===== src/rtl/imem_loader.sv =====
// imem_loader
// Boot-time writer for the byte-organised, little-endian instruction memory.
// Takes a framed byte stream from the host link on a valid/ready handshake.
// A frame is a 16-bit word count (low byte first) followed by the payload.
// The payload is packed four bytes to a word, and each word becomes one
// memory write. The CPU is held in reset until a load finishes cleanly.
//
// Optional feature, enabled by defining IMEM_LOADER_CHECKSUM_EN:
//   The frame carries one trailing byte that must equal the XOR of all
//   payload bytes. A mismatch raises error.
//
// Parameters:
//   MAX_WORDS  capacity in 32-bit words
//   BASE_ADDR  byte address written by the first word
//
// Ports:
//   clk, rst    clock (rising edge) and asynchronous active-high reset
//   start       one-cycle pulse that begins a load (honoured only when idle or done)
//   rx_data     incoming byte
//   rx_valid    rx_data is valid this cycle
//   rx_ready    the loader accepts the byte this cycle
//   mem_we      word write strobe, one cycle per word
//   mem_addr    byte address of the word being written
//   mem_wdata   assembled word, first byte in bits [7:0]
//   busy        load in progress
//   done        load finished
//   error       sticky error: length overflow, or bad checksum when enabled
//   cpu_hold    holds the CPU in reset until a load finishes without error
//   word_count  words written so far in the current load

module imem_loader #(
    parameter int unsigned MAX_WORDS = 32,
    parameter logic [31:0] BASE_ADDR = 32'h0000_0000
) (
    input  logic        clk,
    input  logic        rst,
    input  logic        start,
    input  logic [7:0]  rx_data,
    input  logic        rx_valid,
    output logic        rx_ready,
    output logic        mem_we,
    output logic [31:0] mem_addr,
    output logic [31:0] mem_wdata,
    output logic        busy,
    output logic        done,
    output logic        error,
    output logic        cpu_hold,
    output logic [15:0] word_count
);

`ifdef IMEM_LOADER_CHECKSUM_EN
    typedef enum logic [2:0] {
        S_IDLE, S_LEN_LO, S_LEN_HI, S_DATA, S_WRITE, S_DONE, S_CHK
    } state_t;
`else
    typedef enum logic [2:0] {
        S_IDLE, S_LEN_LO, S_LEN_HI, S_DATA, S_WRITE, S_DONE
    } state_t;
`endif

    localparam logic [15:0] MAX_WORDS_16 = 16'(MAX_WORDS);

    state_t      state_q, state_d;
    logic [15:0] len_q;
    logic [1:0]  byte_idx;
    logic [15:0] len_full;
    logic        last_word;
`ifdef IMEM_LOADER_CHECKSUM_EN
    logic [7:0]  xor_q;
`endif

    // The full length is only meaningful during the LEN_HI transfer.
    assign len_full  = {rx_data, len_q[7:0]};
    assign last_word = (word_count + 16'd1) == len_q;

    always_ff @(posedge clk or posedge rst) begin
        if (rst) begin
            state_q <= S_IDLE;
        end else begin
            state_q <= state_d;
        end
    end

    // Receiving states hold rx_ready high, so rx_valid alone marks a transfer.
    always_comb begin
        state_d  = state_q;
        rx_ready = 1'b0;
        mem_we   = 1'b0;
        busy     = 1'b1;
        done     = 1'b0;
        case (state_q)
            S_IDLE: begin
                busy = 1'b0;
                if (start) state_d = S_LEN_LO;
            end
            S_LEN_LO: begin
                rx_ready = 1'b1;
                if (rx_valid) state_d = S_LEN_HI;
            end
            S_LEN_HI: begin
                rx_ready = 1'b1;
                if (rx_valid) begin
                    if (len_full == 16'd0 || len_full > MAX_WORDS_16) state_d = S_DONE;
                    else                                              state_d = S_DATA;
                end
            end
            S_DATA: begin
                rx_ready = 1'b1;
                if (rx_valid && byte_idx == 2'd3) state_d = S_WRITE;
            end
            S_WRITE: begin
                mem_we = 1'b1;
`ifdef IMEM_LOADER_CHECKSUM_EN
                state_d = last_word ? S_CHK : S_DATA;
`else
                state_d = last_word ? S_DONE : S_DATA;
`endif
            end
`ifdef IMEM_LOADER_CHECKSUM_EN
            S_CHK: begin
                rx_ready = 1'b1;
                if (rx_valid) state_d = S_DONE;
            end
`endif
            S_DONE: begin
                busy = 1'b0;
                done = 1'b1;
                if (start) state_d = S_LEN_LO;
            end
            default: state_d = S_IDLE;
        endcase
    end

    assign cpu_hold = !(state_q == S_DONE && !error);

    // Datapath: length capture, word assembly, address/count stepping and
    // the sticky error flag.
    always_ff @(posedge clk or posedge rst) begin
        if (rst) begin
            len_q      <= 16'd0;
            byte_idx   <= 2'd0;
            mem_wdata  <= 32'd0;
            mem_addr   <= BASE_ADDR;
            word_count <= 16'd0;
            error      <= 1'b0;
`ifdef IMEM_LOADER_CHECKSUM_EN
            xor_q      <= 8'd0;
`endif
        end else begin
            case (state_q)
                S_IDLE, S_DONE: begin
                    if (start) begin
                        byte_idx   <= 2'd0;
                        mem_addr   <= BASE_ADDR;
                        word_count <= 16'd0;
                        error      <= 1'b0;
`ifdef IMEM_LOADER_CHECKSUM_EN
                        xor_q      <= 8'd0;
`endif
                    end
                end
                S_LEN_LO: begin
                    if (rx_valid) len_q[7:0] <= rx_data;
                end
                S_LEN_HI: begin
                    if (rx_valid) begin
                        len_q[15:8] <= rx_data;
                        if (len_full > MAX_WORDS_16) error <= 1'b1;
                    end
                end
                S_DATA: begin
                    if (rx_valid) begin
                        mem_wdata[{byte_idx, 3'b000} +: 8] <= rx_data;
                        byte_idx <= byte_idx + 2'd1;
`ifdef IMEM_LOADER_CHECKSUM_EN
                        xor_q    <= xor_q ^ rx_data;
`endif
                    end
                end
                S_WRITE: begin
                    word_count <= word_count + 16'd1;
                    mem_addr   <= mem_addr + 32'd4;
                end
`ifdef IMEM_LOADER_CHECKSUM_EN
                S_CHK: begin
                    if (rx_valid && rx_data != xor_q) error <= 1'b1;
                end
`endif
                default: ;
            endcase
        end
    end

endmodule


===== config.mk =====
export PLATFORM = sky130hd
export DESIGN_NAME = imem_loader
export DESIGN_NICKNAME = d
export VERILOG_FILES = /design/src/rtl/imem_loader.sv
export SDC_FILE = /design/constraint.sdc
export NUM_CORES = 1
export LEC_CHECK = 0
export ABC_AREA = 1
export CORE_AREA = 5 5 107 109
export DETAILED_ROUTE_END_ITERATION = 10
export DIE_AREA = 0 0 112 114
export PLACE_DENSITY = 0.82
export SLEW_MARGIN = 10
export SYNTH_ARGS = -nofsm -noshare
export SYNTH_HDL_FRONTEND = slang
export SYNTH_SLANG_ARGS = --single-unit

===== constraint.sdc =====
create_clock -name clk -period 6.95 [get_ports clk]
set_input_delay 0.695 -clock clk [delete_from_list [all_inputs] [get_ports clk]]
set_output_delay 0.695 -clock clk [all_outputs]
set_load 0.01 [all_outputs]

Yosys cells after proc, flatten, opt, wreduce, memory -nomap -nowiden --
Index checks and enable logic that the tools add are counted.
Storage, ports and cells: register bits after elaboration 102, input port bits 12, output and inout bits 86, logic and storage cells 70
Cells by class: add/subtract/negate cells 4, order comparisons 1, equal/unequal tests 13, shift-type cells 2, muxes and demuxes 23, reductions and logical operators 19
Operators by type and width (number):
- one-hot mux 32 bit (2 select lines) | 1
- adder 32 x 3 -> 32 bit, second input constant | 1
- bitwise mux 32 bit | 1
- two-way mux 32 bit | 1
- one-hot mux 16 bit (2 select lines) | 1
- variable shift 8 x 7 -> 32 bit, first input constant | 1
- indexed part select 8 x 7 -> 32 bit | 1
- two-way mux 3 bit | 6
- adder 16 x 1 -> 16 bit, second input constant | 1
- equality test 16 bit | 1
- greater-than comparator 16 x 6 -> 1 bit, second input constant | 1
- zero test 16 bit | 1
- two-way mux 16 bit | 1
- one-hot mux 3 bit (5 select lines) | 1
- inequality test 2 bit, second input constant | 5
- AND reduction 2 bit | 4
- AND reduction 4 bit | 2
- two-way mux 1 bit | 7
- negator 5 -> 7 bit | 1
- equality test 3 x 2 -> 1 bit, second input constant | 2
- equality test 3 bit, second input constant | 2
- nonzero test 2 bit | 3
- two-way mux 2 bit | 2
- one-hot mux 2 bit (2 select lines) | 1
- other kinds (12) | 14

Longest topological paths before layout --
Gate-level depths: netlist (run 1).
depth after elaboration 5, gate-level depth with buffers 15, gate-level depth less buffers 15

Least setup slack after synthesis (run 1) --
No wires, ideal clock.
path type register to register, start register word_count[0], end register state_q[1], library setup time 0.117 ns, arrival 1.640 ns, slack 5.194 ns, cell stages (with the launch flop) 13, path buffers 0, clock period less this slack 1.756 ns, cell sequence dfrtp_1 -> ha_1 -> nand2_1 -> nor2_2 -> nand3_1 -> xnor3_1 -> nand2_1 -> nor2_1 -> nand3_1 -> nand2_1 -> nand2_1 -> nand2_1 -> nand2_1
On the way: longest elaborated chain between the ends 4
Ends and longest elaborated chain:
- start: declaration | line 48 | output logic [15:0] word_count
- start signal: assignment | line 181 | word_count <= word_count + 16'd1;
- adder 16 x 1 -> 16 bit | line 74 | assign last_word = (word_count + 16'd1) == len_q;
- equality test 16 bit | line 74
- two-way mux 3 bit | line 116 | state_d = last_word ? S_DONE : S_DATA;
- one-hot mux 3 bit (5 select lines) | line 91 | case (state_q)
- end signal: assignment | line 80 | state_q <= state_d;
- end: declaration | line 63 | state_t state_q, state_d;
Every way passes these cells. A chain may end at the register's enable or synchronous reset.

Final worst setup path (run 1) --
start register state_q[2], end output mem_we
On the way: longest elaborated chain between the ends 2
Ends and longest elaborated chain:
- equality test 3 bit | line 91
- two-way mux 1 bit | line 91
- end: declaration | line 41 | output logic mem_we,
Every way passes these cells.

==> results.sh, run 1 <==
export IMPL_max_cap_violations=0
export IMPL_die_x_um=112
export IMPL_postCtsSetupBuffers=0
export IMPL_synth_warnings=0
export IMPL_antenna_left=0
export IMPL_die_h_um=114
export IMPL_antenna_found_initial=0
export IMPL_wl_per_cell_um=15.7
export IMPL_core_area_mm2=0.0105
export IMPL_cts_max_path_buffers=2
export IMPL_min_delay_start="len_q[5]"
export IMPL_rrSetupSlack_ns=4.62
export IMPL_yosysUniqueCellTypes=45
export IMPL_worst_path_max_delay_cell="clkdlybuf4s50_1"
export IMPL_drive_gt1_frac=0.0672
export IMPL_cp_required_ns=6.25
export IMPL_diodes=0
export IMPL_grt_setup_unrepaired="false"
export IMPL_timing_rr_end="mem_addr[7]"
export IMPL_ys_ff_latch=100
export IMPL_fin_setup_tns_ns=0
export IMPL_crit_chain="nand2_4 -> nor2_8 -> clkdlybuf4s50_1"
export IMPL_critPathArrivalTime_ns=2.04
export IMPL_areaGrowthSynthToFinish_pct=22.4
export IMPL_status="finished, final reports clean"
export IMPL_portBuffers=95
export IMPL_critPathMaxFanout=28
export IMPL_r2r_cells=7
export IMPL_crit_family="buffers and inverters"
export IMPL_dp_hpwl_mm=11.0
export IMPL_cts_hold_buf=0
export IMPL_crit_buf_inv=1
export IMPL_final_min_clock_period_ns=2.74
export IMPL_worstSkewPairLatency_ns=0.37
export IMPL_cp_depth=3
export IMPL_firstDrtPassIters=5
export IMPL_fmax_mhz=366
export IMPL_maxSlewViolCount=0
export IMPL_initial_core_util=0.529
export IMPL_cts_tree="done"
export IMPL_whs_ns=0.521
export IMPL_critPathCaptureType="output port"
export IMPL_syn_area_mm2=0.00556
export IMPL_ir_worst_vdd_v=0.000199
export IMPL_path_clk_slew_ns=0.11
export IMPL_critPathKind="flop to output port"
export IMPL_power_density_mw_per_mm2=291
export IMPL_dieArea_mm2=0.0128
export IMPL_ys_seq_area_frac=0.450
export IMPL_fin_skew_ns=0.0134
export IMPL_cpPeakStageDelay_ns=0.63
export IMPL_place_gp_congestion=0.919
export IMPL_synth_edff_count=0
export IMPL_rows=38
export IMPL_nNetsFinal=832
export IMPL_drc=0
export IMPL_first_global_vias=5233
export IMPL_wl_mm=15.0
export IMPL_min_to="len_q[5]"
export IMPL_cts_buffers=9
export IMPL_cts_root_buf="clkbuf_8"
export IMPL_grt_overflow=0
export IMPL_slew_headroom=0.373
export IMPL_final_setup_viol_count=0
export IMPL_synth_main_ff_cell="dfrtp_1"
export IMPL_ioPinCount=98
export IMPL_vias=5388
export IMPL_crit_path_start_kind="flop"
export IMPL_hold_viol=0
export IMPL_htreeDepth=3
export IMPL_ctsResizeCount=0
export IMPL_drt_iter0_drc=411
export IMPL_drt_vias_per_instance=5.62
export IMPL_p_leak_nw=3.03
export IMPL_post_route_period_util=0.394
export IMPL_cts_sinks=100
export IMPL_reg2reg_from="state_q[2]"
export IMPL_async_reset_ff_frac=1.00
export IMPL_hold_depth=2
export IMPL_grt_first_pass_wirelength_mm=25.5
export IMPL_netlist_instances=723
export IMPL_avgSynthCellArea_um2=7.69
export IMPL_worstMarginPinSlew_ns=0.937
export IMPL_holdCritPathClass="flop to flop"
export IMPL_grt_usage=0.242
export IMPL_grt_max_degree=56
-- per-layer routing --
metal | part of all wire | wire length, um | up-vias | GRT usage
li1 | - | - | 2562 | -
met5 | 0 | 0 | - | 0
met3 | 0.078 | 1170 | 28 | 0.0493
met4 | 0.019 | 284 | 0 | 0.0721
met2 | 0.48 | 7130 | 249 | 0.397
met1 | 0.43 | 6420 | 2549 | 0.327
-- cell type report --
type / instances / area [um^2]
clock buffer: 10 / 138
clock inverter: 6 / 68.8
inverter: 87 / 329
tap: 140 / 175
sequential: 100 / 2500
timing repair buffer: 96 / 958
fill: 900 / 3700
multi-input combinational: 519 / 2630
-- sequential cells by signal, indices dropped and copies added (netlist names) --
name and cells:
mem_wdata 32, mem_addr 30, len_q 16, word_count 16
state_q 3, byte_idx 2, error 1
-- synth_stat cells, types with 3 or more instances --
master,n,area share
buf_4,5,0.0068
inv_1,83,0.056
ha_1,7,0.016
nor4_1,3,0.0034
nor3_1,7,0.0063
xor2_1,6,0.0095
nand2_2,8,0.0090
o21ai_0,52,0.047
o21ai_1,4,0.0036
nand2_1,167,0.11
o22ai_1,9,0.010
nand3_1,67,0.060
a22oi_1,3,0.0041
nor2_1,77,0.052
nand3b_1,4,0.0054
buf_2,4,0.0036
clkbuf_1,7,0.0047
nor2_2,9,0.010
nand4_1,28,0.032
dfrtp_1,100,0.45
a21oi_1,35,0.032
nor2_4,8,0.016
-- kinds of logic (layout without fill, tap and decap cells) --
group / after synthesis / count (layout) / share of synthesized area
DFF: 100 / 100 / 0.450
and+or+nand+nor: 387 / 387 / 0.327
other: 1 / 2 / 0.000675
xor gates and xnor gates: 9 / 9 / 0.0167
muxes: 3 / 3 / 0.00563
AOI/OAI and AO/OA: 111 / 111 / 0.107
buffers and inverters: 105 / 199 / 0.0766
adders and majority gates: 7 / 7 / 0.0158
-- stage by stage --
step / worst slack [ns] / cells / power (W) / util / cell area (um^2)
after floorplan: 3.64 / 724 / 0.00128 / - / 5560
after detailed placement: 4.58 / 942 / 0.00159 / 0.628 / 6600
after global placement: 4.63 / 942 / 0.00157 / 0.628 / 6600
after CTS: 4.23 / 958 / 0.00198 / 0.648 / 6800
after global routing: 4.07 / 958 / 0.00212 / 0.648 / 6800
final: 4.21 / 958 / 0.00198 / 0.648 / 6800
-- layout by cell type (no fill, tap or decap), types with 2 or more instances in the layout --
master	n
a22oi_1	3
a31oi_1	2
inv_1	82
a21oi_1	35
nor3_1	7
nand3_2	2
o22ai_1	9
nand3_1	67
inv_6	3
mux2i_1	2
nand4_1	28
clkinv_1	2
clkdlybuf4s50_1	95
ha_1	7
nor2_4	8
xor2_1	6
inv_2	2
nor4_1	3
nand2_4	2
nand3b_1	4
o21ai_1	4
conb_1	2
nor2_2	9
nand2_2	8
clkbuf_8	10
dfrtp_1	100
o21ai_0	52
xnor2_1	2
nor2_1	77
nand2_1	167
-- worst register-to-register path: stages, from the launching register on --
cell and delay (ns):
dfrtp_1 0.53, nand2_4 0.12, nor2_8 0.38, inv_1 0.49, nor3_1 0.39, nand2_1 0.11, nand3_1 0.09, o21ai_0 0.09
-- power breakdown --
part	switching (W)	internal (W)	leakage [nW]	total, W
clock network	0.000216	0.000180	0.104	0.000396
logic	0.000477	0.000302	1.59	0.000778
registers	0.000108	0.000700	1.34	0.000809
total	0.000801	0.00118	3.03	0.00198
-- worst max path at each step --
stage,startpoint,endpoint,slack (ns)
after global placement,rst,mem_wdata[19],4.63
final,state_q[2],mem_we,4.21
after global routing,state_q[2],busy,4.07
after floorplan,rst,byte_idx[0],3.64
after detailed placement,rx_valid,mem_wdata[17],4.58
after CTS,state_q[2],mem_we,4.23
Note: power is estimated with default switching activity, not from simulation.
==> run 2, diff against run 1 <==
--- a/config.mk
+++ b/config.mk
@@ -6,10 +6,10 @@
 export NUM_CORES = 1
 export LEC_CHECK = 0
 export ABC_AREA = 1
-export CORE_AREA = 5 5 107 109
+export CORE_AREA = 5 5 114 116
 export DETAILED_ROUTE_END_ITERATION = 10
-export DIE_AREA = 0 0 112 114
-export PLACE_DENSITY = 0.82
+export DIE_AREA = 0 0 119 121
+export PLACE_DENSITY = 0.77
 export SLEW_MARGIN = 10
 export SYNTH_ARGS = -nofsm -noshare
 export SYNTH_HDL_FRONTEND = slang
==> constraint.sdc (replaced) <==
create_clock -name clk -period 2.3 [get_ports clk]
set_input_delay 0.23 -clock clk [delete_from_list [all_inputs] [get_ports clk]]
set_output_delay 0.23 -clock clk [all_outputs]
set_load 0.01 [all_outputs]
==> results.sh, run 2 (synthesis results as in run 1) <==
export IMPL_status="finished, final reports clean"
export IMPL_timing_rr_end="state_q[1]"
export IMPL_finalNonFillerCells=975
export IMPL_antenna_left=0
export IMPL_areaGrowthSynthToFinish_pct=26.5
export IMPL_diodes=0
export IMPL_cts_sinks=100
export IMPL_drive_gt1_frac=0.0797
export IMPL_worst_path_max_delay_cell="dfrtp_1"
export IMPL_cts_buffers=9
export IMPL_drt_vias_per_instance=5.30
export IMPL_cts_root_buf="clkbuf_16"
export IMPL_slew_headroom=0.639
export IMPL_fmax_mhz=465
export IMPL_drc=0
export IMPL_final_cell_area_mm2=0.00703
export IMPL_grt_usage=0.211
export IMPL_p_leak_nw=3.14
export IMPL_rows=40
export IMPL_seqCellArea_mm2=0.00250
export IMPL_dp_cells=959
export IMPL_post_route_period_util=0.934
export IMPL_rrSetupSlack_ns=0.31
export IMPL_cpPeakStageDelay_ns=0.52
export IMPL_hold_viol=0
export IMPL_final_min_clock_period_ns=2.15
export IMPL_htreeDepth=3
export IMPL_critPathKind="flop to output port"
export IMPL_wl_mm=14.8
export IMPL_crit_chain="nor2_1 -> nor2_1 -> inv_1 -> a21oi_2 -> inv_1 -> clkdlybuf4s50_1"
export IMPL_worstSkewPairLatency_ns=0.35
export IMPL_fillers=1059
export IMPL_die_h_um=121
export IMPL_crit_family="buffers and inverters"
export IMPL_first_global_vias=4914
export IMPL_dp_hpwl_mm=10.6
export IMPL_whs_ns=0.374
export IMPL_fin_total_pwr_w=0.00649
export IMPL_nNetsFinal=842
export IMPL_final_common_cell="nand2_1"
export IMPL_largest_reg_flops=32
export IMPL_mostFrequentLayoutCells="nand2_1 (167), dfrtp_1 (99), clkdlybuf4s50_1 (95)"
export IMPL_maxSlewViolCount=0
export IMPL_portBuffers=95
export IMPL_cts_tree="done"
export IMPL_max_cap_violations=0
export IMPL_final_setup_viol_count=0
export IMPL_holdCritPathClass="primary input to async pin"
export IMPL_top_register="mem_wdata"
export IMPL_cts_max_path_buffers=2
export IMPL_ioPinCount=98
export IMPL_reg2reg_from="word_count[0]"
export IMPL_fin_setup_tns_ns=0
export IMPL_postCtsSetupBuffers=0
export IMPL_crit_buf_inv=3
export IMPL_wl_per_cell_um=15.2
export IMPL_reg_top3="mem_wdata x32, mem_addr x30"
export IMPL_crit_path_start_kind="flop"
export IMPL_drt_iter0_drc=437
export IMPL_path_clk_slew_ns=0.07
export IMPL_placed_area_mm2=0.00670
export IMPL_r2r_cells=14
export IMPL_initial_core_util=0.470
export IMPL_die_x_um=119
export IMPL_multi_input_area_mm2=0.00263
export IMPL_worstMarginPinSlew_ns=0.541
export IMPL_grt_overflow=0
export IMPL_grt_max_degree=101
export IMPL_critPathMaxFanout=8
export IMPL_fin_skew_ns=0.00846
export IMPL_ir_worst_vdd_v=0.000610
export IMPL_core_area_mm2=0.0118
export IMPL_dieArea_mm2=0.0144
export IMPL_grt_setup_unrepaired="false"
export IMPL_cp_required_ns=2.07
export IMPL_power_density_mw_per_mm2=924
export IMPL_firstDrtPassIters=5
export IMPL_grt_first_pass_wirelength_mm=24.7
export IMPL_critPathArrivalTime_ns=1.92
export IMPL_place_gp_congestion=0.879
export IMPL_antenna_found_initial=0
export IMPL_vias=5169
export IMPL_critPathCaptureType="output port"
==> run 2: cell types whose count changed in the layout (fill, tap and decap cells not counted), sizes merged <==
| cell | change |
|---|---|
| bufinv | +1 |
| clkinvlp | +1 |
| inv | -2 |
| buf | +10 |
==> run 2: how the worst max path moves through the flow <==
stage	endpoint	cells after the start	start	slack [ns]
2_1_floorplan	state_q[1]	12	word_count[0]	0.54
3_3_place_gp	state_q[1]	12	rx_data[7]	0.25
3_5_place_dp	state_q[1]	12	rx_data[7]	0.25
4_1_cts	busy	7	state_q[0]	0.11
5_1_grt	busy	7	state_q[0]	0.02
6_report	busy	6	state_q[2]	0.15
==> run 2: what timing repair did <==
action / in CTS / in global routing
endpoints found under the setup margin: 0 / 1
hold buffers: 0 / 0
resized for setup: 0 / 1
==> run 2: power breakdown <==
part           internal (W)  total [W]  leakage (nW)  switching [W]
Sequential          0.00212    0.00245          1.34       0.000324
Clock              0.000994    0.00170         0.160       0.000705
Combinational      0.000957    0.00235          1.64        0.00139
Total               0.00407    0.00649          3.14        0.00242
==> run 2: worst register-to-register path: stages (launching register included) <==
cell	delay, ns
dfrtp_1	0.43
ha_1	0.22
nand2_1	0.11
nor2_2	0.23
nand4_1	0.16
nand2_1	0.12
nand2_1	0.05
nand2_1	0.06
nand2_1	0.05
nor2_1	0.14
nand3_1	0.11
nand2_1	0.07
nand2_1	0.04
nand2_1	0.05
nand2_1	0.04
==> run 2: metal layers <==
| metal | up-vias | track usage | wire length (um) |
|---|---|---|---|
| li1 | 2579 | - | - |
| met1 | 2381 | 0.289 | 6670 |
| met2 | 191 | 0.326 | 6750 |
| met3 | 18 | 0.0615 | 1210 |
| met4 | 0 | 0.0615 | 185 |
| met5 | - | 0 | 0 |
==> run 2: through the flow <==
stage	utilization	setup slack [ns]
after floorplan	-	0.544
after global placement	0.567	0.250
after detailed placement	0.567	0.253
after CTS	0.595	0.109
after global routing	0.595	0.0167
final	0.595	0.151
==> run 2: layout make-up <==
class	count	share of cell area
Multi-Input combinational cell	519	0.375
Sequential cell	100	0.356
Timing Repair Buffer	106	0.149
Inverter	87	0.0470
Clock buffer	10	0.0340
Tap cell	147	0.0262
Clock inverter	6	0.0133
==> run 3, diff against run 2 <==
--- a/config.mk
+++ b/config.mk
@@ -5,11 +5,10 @@
 export SDC_FILE = /design/constraint.sdc
 export NUM_CORES = 1
 export LEC_CHECK = 0
-export ABC_AREA = 1
-export CORE_AREA = 5 5 114 116
+export CORE_AREA = 5 5 111 113
 export DETAILED_ROUTE_END_ITERATION = 10
-export DIE_AREA = 0 0 119 121
-export PLACE_DENSITY = 0.77
+export DIE_AREA = 0 0 116 118
+export PLACE_DENSITY = 0.76
 export SLEW_MARGIN = 10
 export SYNTH_ARGS = -nofsm -noshare
 export SYNTH_HDL_FRONTEND = slang
==> results.sh, run 3 <==
export IMPL_status="finished, final reports clean"
export IMPL_portBuffers=95
export IMPL_critPathMaxFanout=8
export IMPL_synthTopCellsByCount="nand2_1 (118), dfrtp_1 (100), o21ai_0 (68)"
export IMPL_grt_busiest_layer="met2"
export IMPL_nNetsFinal=677
export IMPL_syn_area_mm2=0.00511
export IMPL_fmax_mhz=456
export IMPL_synth_edff_count=0
export IMPL_critPathCaptureType="output port"
export IMPL_final_common_cell="nand2_1"
export IMPL_grt_overflow=0
export IMPL_use_met2=0.332
export IMPL_synth_top_cell_area_share=0.489
export IMPL_critPathKind="flop to output port"
export IMPL_crit_chain="clkinv_1 -> nor2_1 -> nand2_1 -> or2_2 -> clkdlybuf4s50_1"
export IMPL_ys_seq_area_frac=0.489
export IMPL_power_density_mw_per_mm2=968
export IMPL_worstSkewPairLatency_ns=0.35
export IMPL_fin_setup_tns_ns=0
export IMPL_dp_hpwl_mm=9.74
export IMPL_seqCellArea_mm2=0.00250
export IMPL_path_clk_slew_ns=0.07
export IMPL_firstDrtPassIters=5
export IMPL_ir_worst_vdd_v=0.000431
export IMPL_cts_max_path_buffers=2
export IMPL_diodes=0
export IMPL_areaGrowthSynthToFinish_pct=31.0
export IMPL_drc=0
export IMPL_async_reset_ff_frac=1.00
export IMPL_post_route_period_util=0.954
export IMPL_post_synth_top_area_cell="dfrtp_1"
export IMPL_die_h_um=118
export IMPL_synth_warnings=0
export IMPL_synth_most_common_cell="nand2_1"
export IMPL_ioPinCount=98
export IMPL_final_setup_viol_count=0
export IMPL_antenna_found_initial=0
export IMPL_holdCritPathClass="primary input to async pin"
export IMPL_largest_reg_flops=32
export IMPL_dieArea_mm2=0.0137
export IMPL_antenna_left=0
export IMPL_grt_first_pass_wirelength_mm=22.6
export IMPL_final_min_clock_period_ns=2.19
export IMPL_worst_path_max_delay_cell="clkdlybuf4s50_1"
export IMPL_yosysUniqueCellTypes=55
export IMPL_maxSlewViolCount=0
export IMPL_synth_area_top_cells="dfrtp_1 (49%), nand2_1 (8.7%), o21ai_0 (6.7%)"
export IMPL_cts_buffers=9
export IMPL_hold_viol=0
export IMPL_fillers=970
export IMPL_avgSynthCellArea_um2=9.37
export IMPL_use_met3=0.0365
export IMPL_cts_tree="done"
export IMPL_core_area_mm2=0.0112
export IMPL_cpPeakStageDelay_ns=0.48
export IMPL_drt_vias_per_instance=5.65
export IMPL_first_global_vias=4532
export IMPL_fin_total_pwr_w=0.00648
export IMPL_initial_core_util=0.456
export IMPL_critPathArrivalTime_ns=1.96
export IMPL_wl_per_cell_um=16.8
export IMPL_cp_required_ns=2.07
export IMPL_r2r_cells=7
export IMPL_worstMarginPinSlew_ns=0.867
export IMPL_wl_mm=13.5
export IMPL_grt_met1_usage=0.271
export IMPL_vias=4555
export IMPL_die_x_um=116
export IMPL_drt_iter0_drc=323
export IMPL_netlist_instances=546
export IMPL_drive_gt1_frac=0.119
export IMPL_max_cap_violations=0
export IMPL_synth_main_ff_cell="dfrtp_1"
export IMPL_place_gp_congestion=0.924
export IMPL_grt_max_degree=31
export IMPL_multi_input_area_mm2=0.00245
export IMPL_htreeDepth=3
export IMPL_ys_ff_latch=100
export IMPL_top_register="mem_wdata"
export IMPL_fin_skew_ns=0.00699
export IMPL_reg_top3="mem_wdata x32, mem_addr x30"
export IMPL_slew_headroom=0.422
export IMPL_rows=39
export IMPL_grt_setup_unrepaired="false"
export IMPL_mostFrequentLayoutCells="nand2_1 (118), dfrtp_1 (99), clkdlybuf4s50_1 (95)"
export IMPL_cts_sinks=100
export IMPL_grt_usage=0.204
export IMPL_crit_path_start_kind="flop"
export IMPL_p_leak_nw=2.82
export IMPL_cts_root_buf="clkbuf_16"
## run 3: changes by cell type after synthesis, sizes merged, moves of 7 or more
| cell | delta |
|---|---|
| a21oi | -28 |
| and3 | +7 |
| mux2 | +15 |
| nor2 | -69 |
| mux2i | +9 |
| o21ai | +12 |
| nand3 | -37 |
| inv | -76 |
| o31ai | +14 |
| nand4 | -20 |
| nand2 | -58 |
| xnor2 | +15 |
## run 3: area by class of cell
type,instances,area share
clock inverter,6,0.0103
sequential,100,0.374
timing repair buffer,125,0.181
inverter,11,0.00672
clock buffer,10,0.0357
multi-input combinational,411,0.366
tap,143,0.0267
## run 3: cell families after synthesis
| logic type | Yosys count | synth area share |
|---|---|---|
| fa+ha+maj | 7 | 0.0171 |
| xor+xnor | 21 | 0.0360 |
| simple gates | 233 | 0.226 |
| flops | 100 | 0.489 |
| mux | 27 | 0.0568 |
| other cells | 1 | 0.000733 |
| compound gates | 121 | 0.140 |
| buf+inv | 36 | 0.0338 |
## run 3: critical path: cells and delay by family, from the launching register on
family                 cells  cell delay [ns]
buffers and inverters      2             0.60
flip-flops                 1             0.45
AND/OR/NAND/NOR            3             0.57
## run 3: power by group
part	switching, W	internal [W]	leakage, nW	total [W]
Clock	0.000696	0.000884	0.150	0.00158
Sequential	0.000406	0.00216	1.35	0.00256
Combinational	0.00118	0.00116	1.33	0.00234
Total	0.00228	0.00421	2.82	0.00648
## run 3: per-stage QoR
step                hold WS, ns  utilization  cells  instance area (um^2)  worst slack (ns)
finish                    0.319        0.597    806                  6700             0.106
global route              0.363        0.597    806                  6700            0.0286
CTS                       0.334        0.593    801                  6650            0.0335
detailed placement        0.467        0.565    785                  6350             0.142
global placement          0.464        0.565    785                  6350             0.269
floorplan                 0.366            -    547                  5120             0.356
## run 3: path summary, 6_finish.rpt
check	slack, ns	endpoint	start
max	0.11	cpu_hold	state_q[0]
min	0.32	mem_addr[31]	rst
max reg2reg	0.25	mem_addr[26]	state_q[1]
min reg2reg	0.47	mem_addr[31]	mem_addr[31]
max in group asynchronous	1.44	word_count[8]	rst
min in group clk	0.47	mem_addr[31]	mem_addr[31]
## run 3: routing by layer
| metal | up-vias | routed length, um |
|---|---|---|
| li1 | 2156 | - |
| met1 | 2220 | 5870 |
| met2 | 144 | 6670 |
| met3 | 35 | 667 |
| met4 | 0 | 334 |
| met5 | - | 0 |
## run 3: what timing repair did
item                                    in CTS  in global routing
endpoints found under the setup margin       0                  5
resized for setup                            0                  3
buffers inserted                             0                  5
hold buffers                                 0                  0
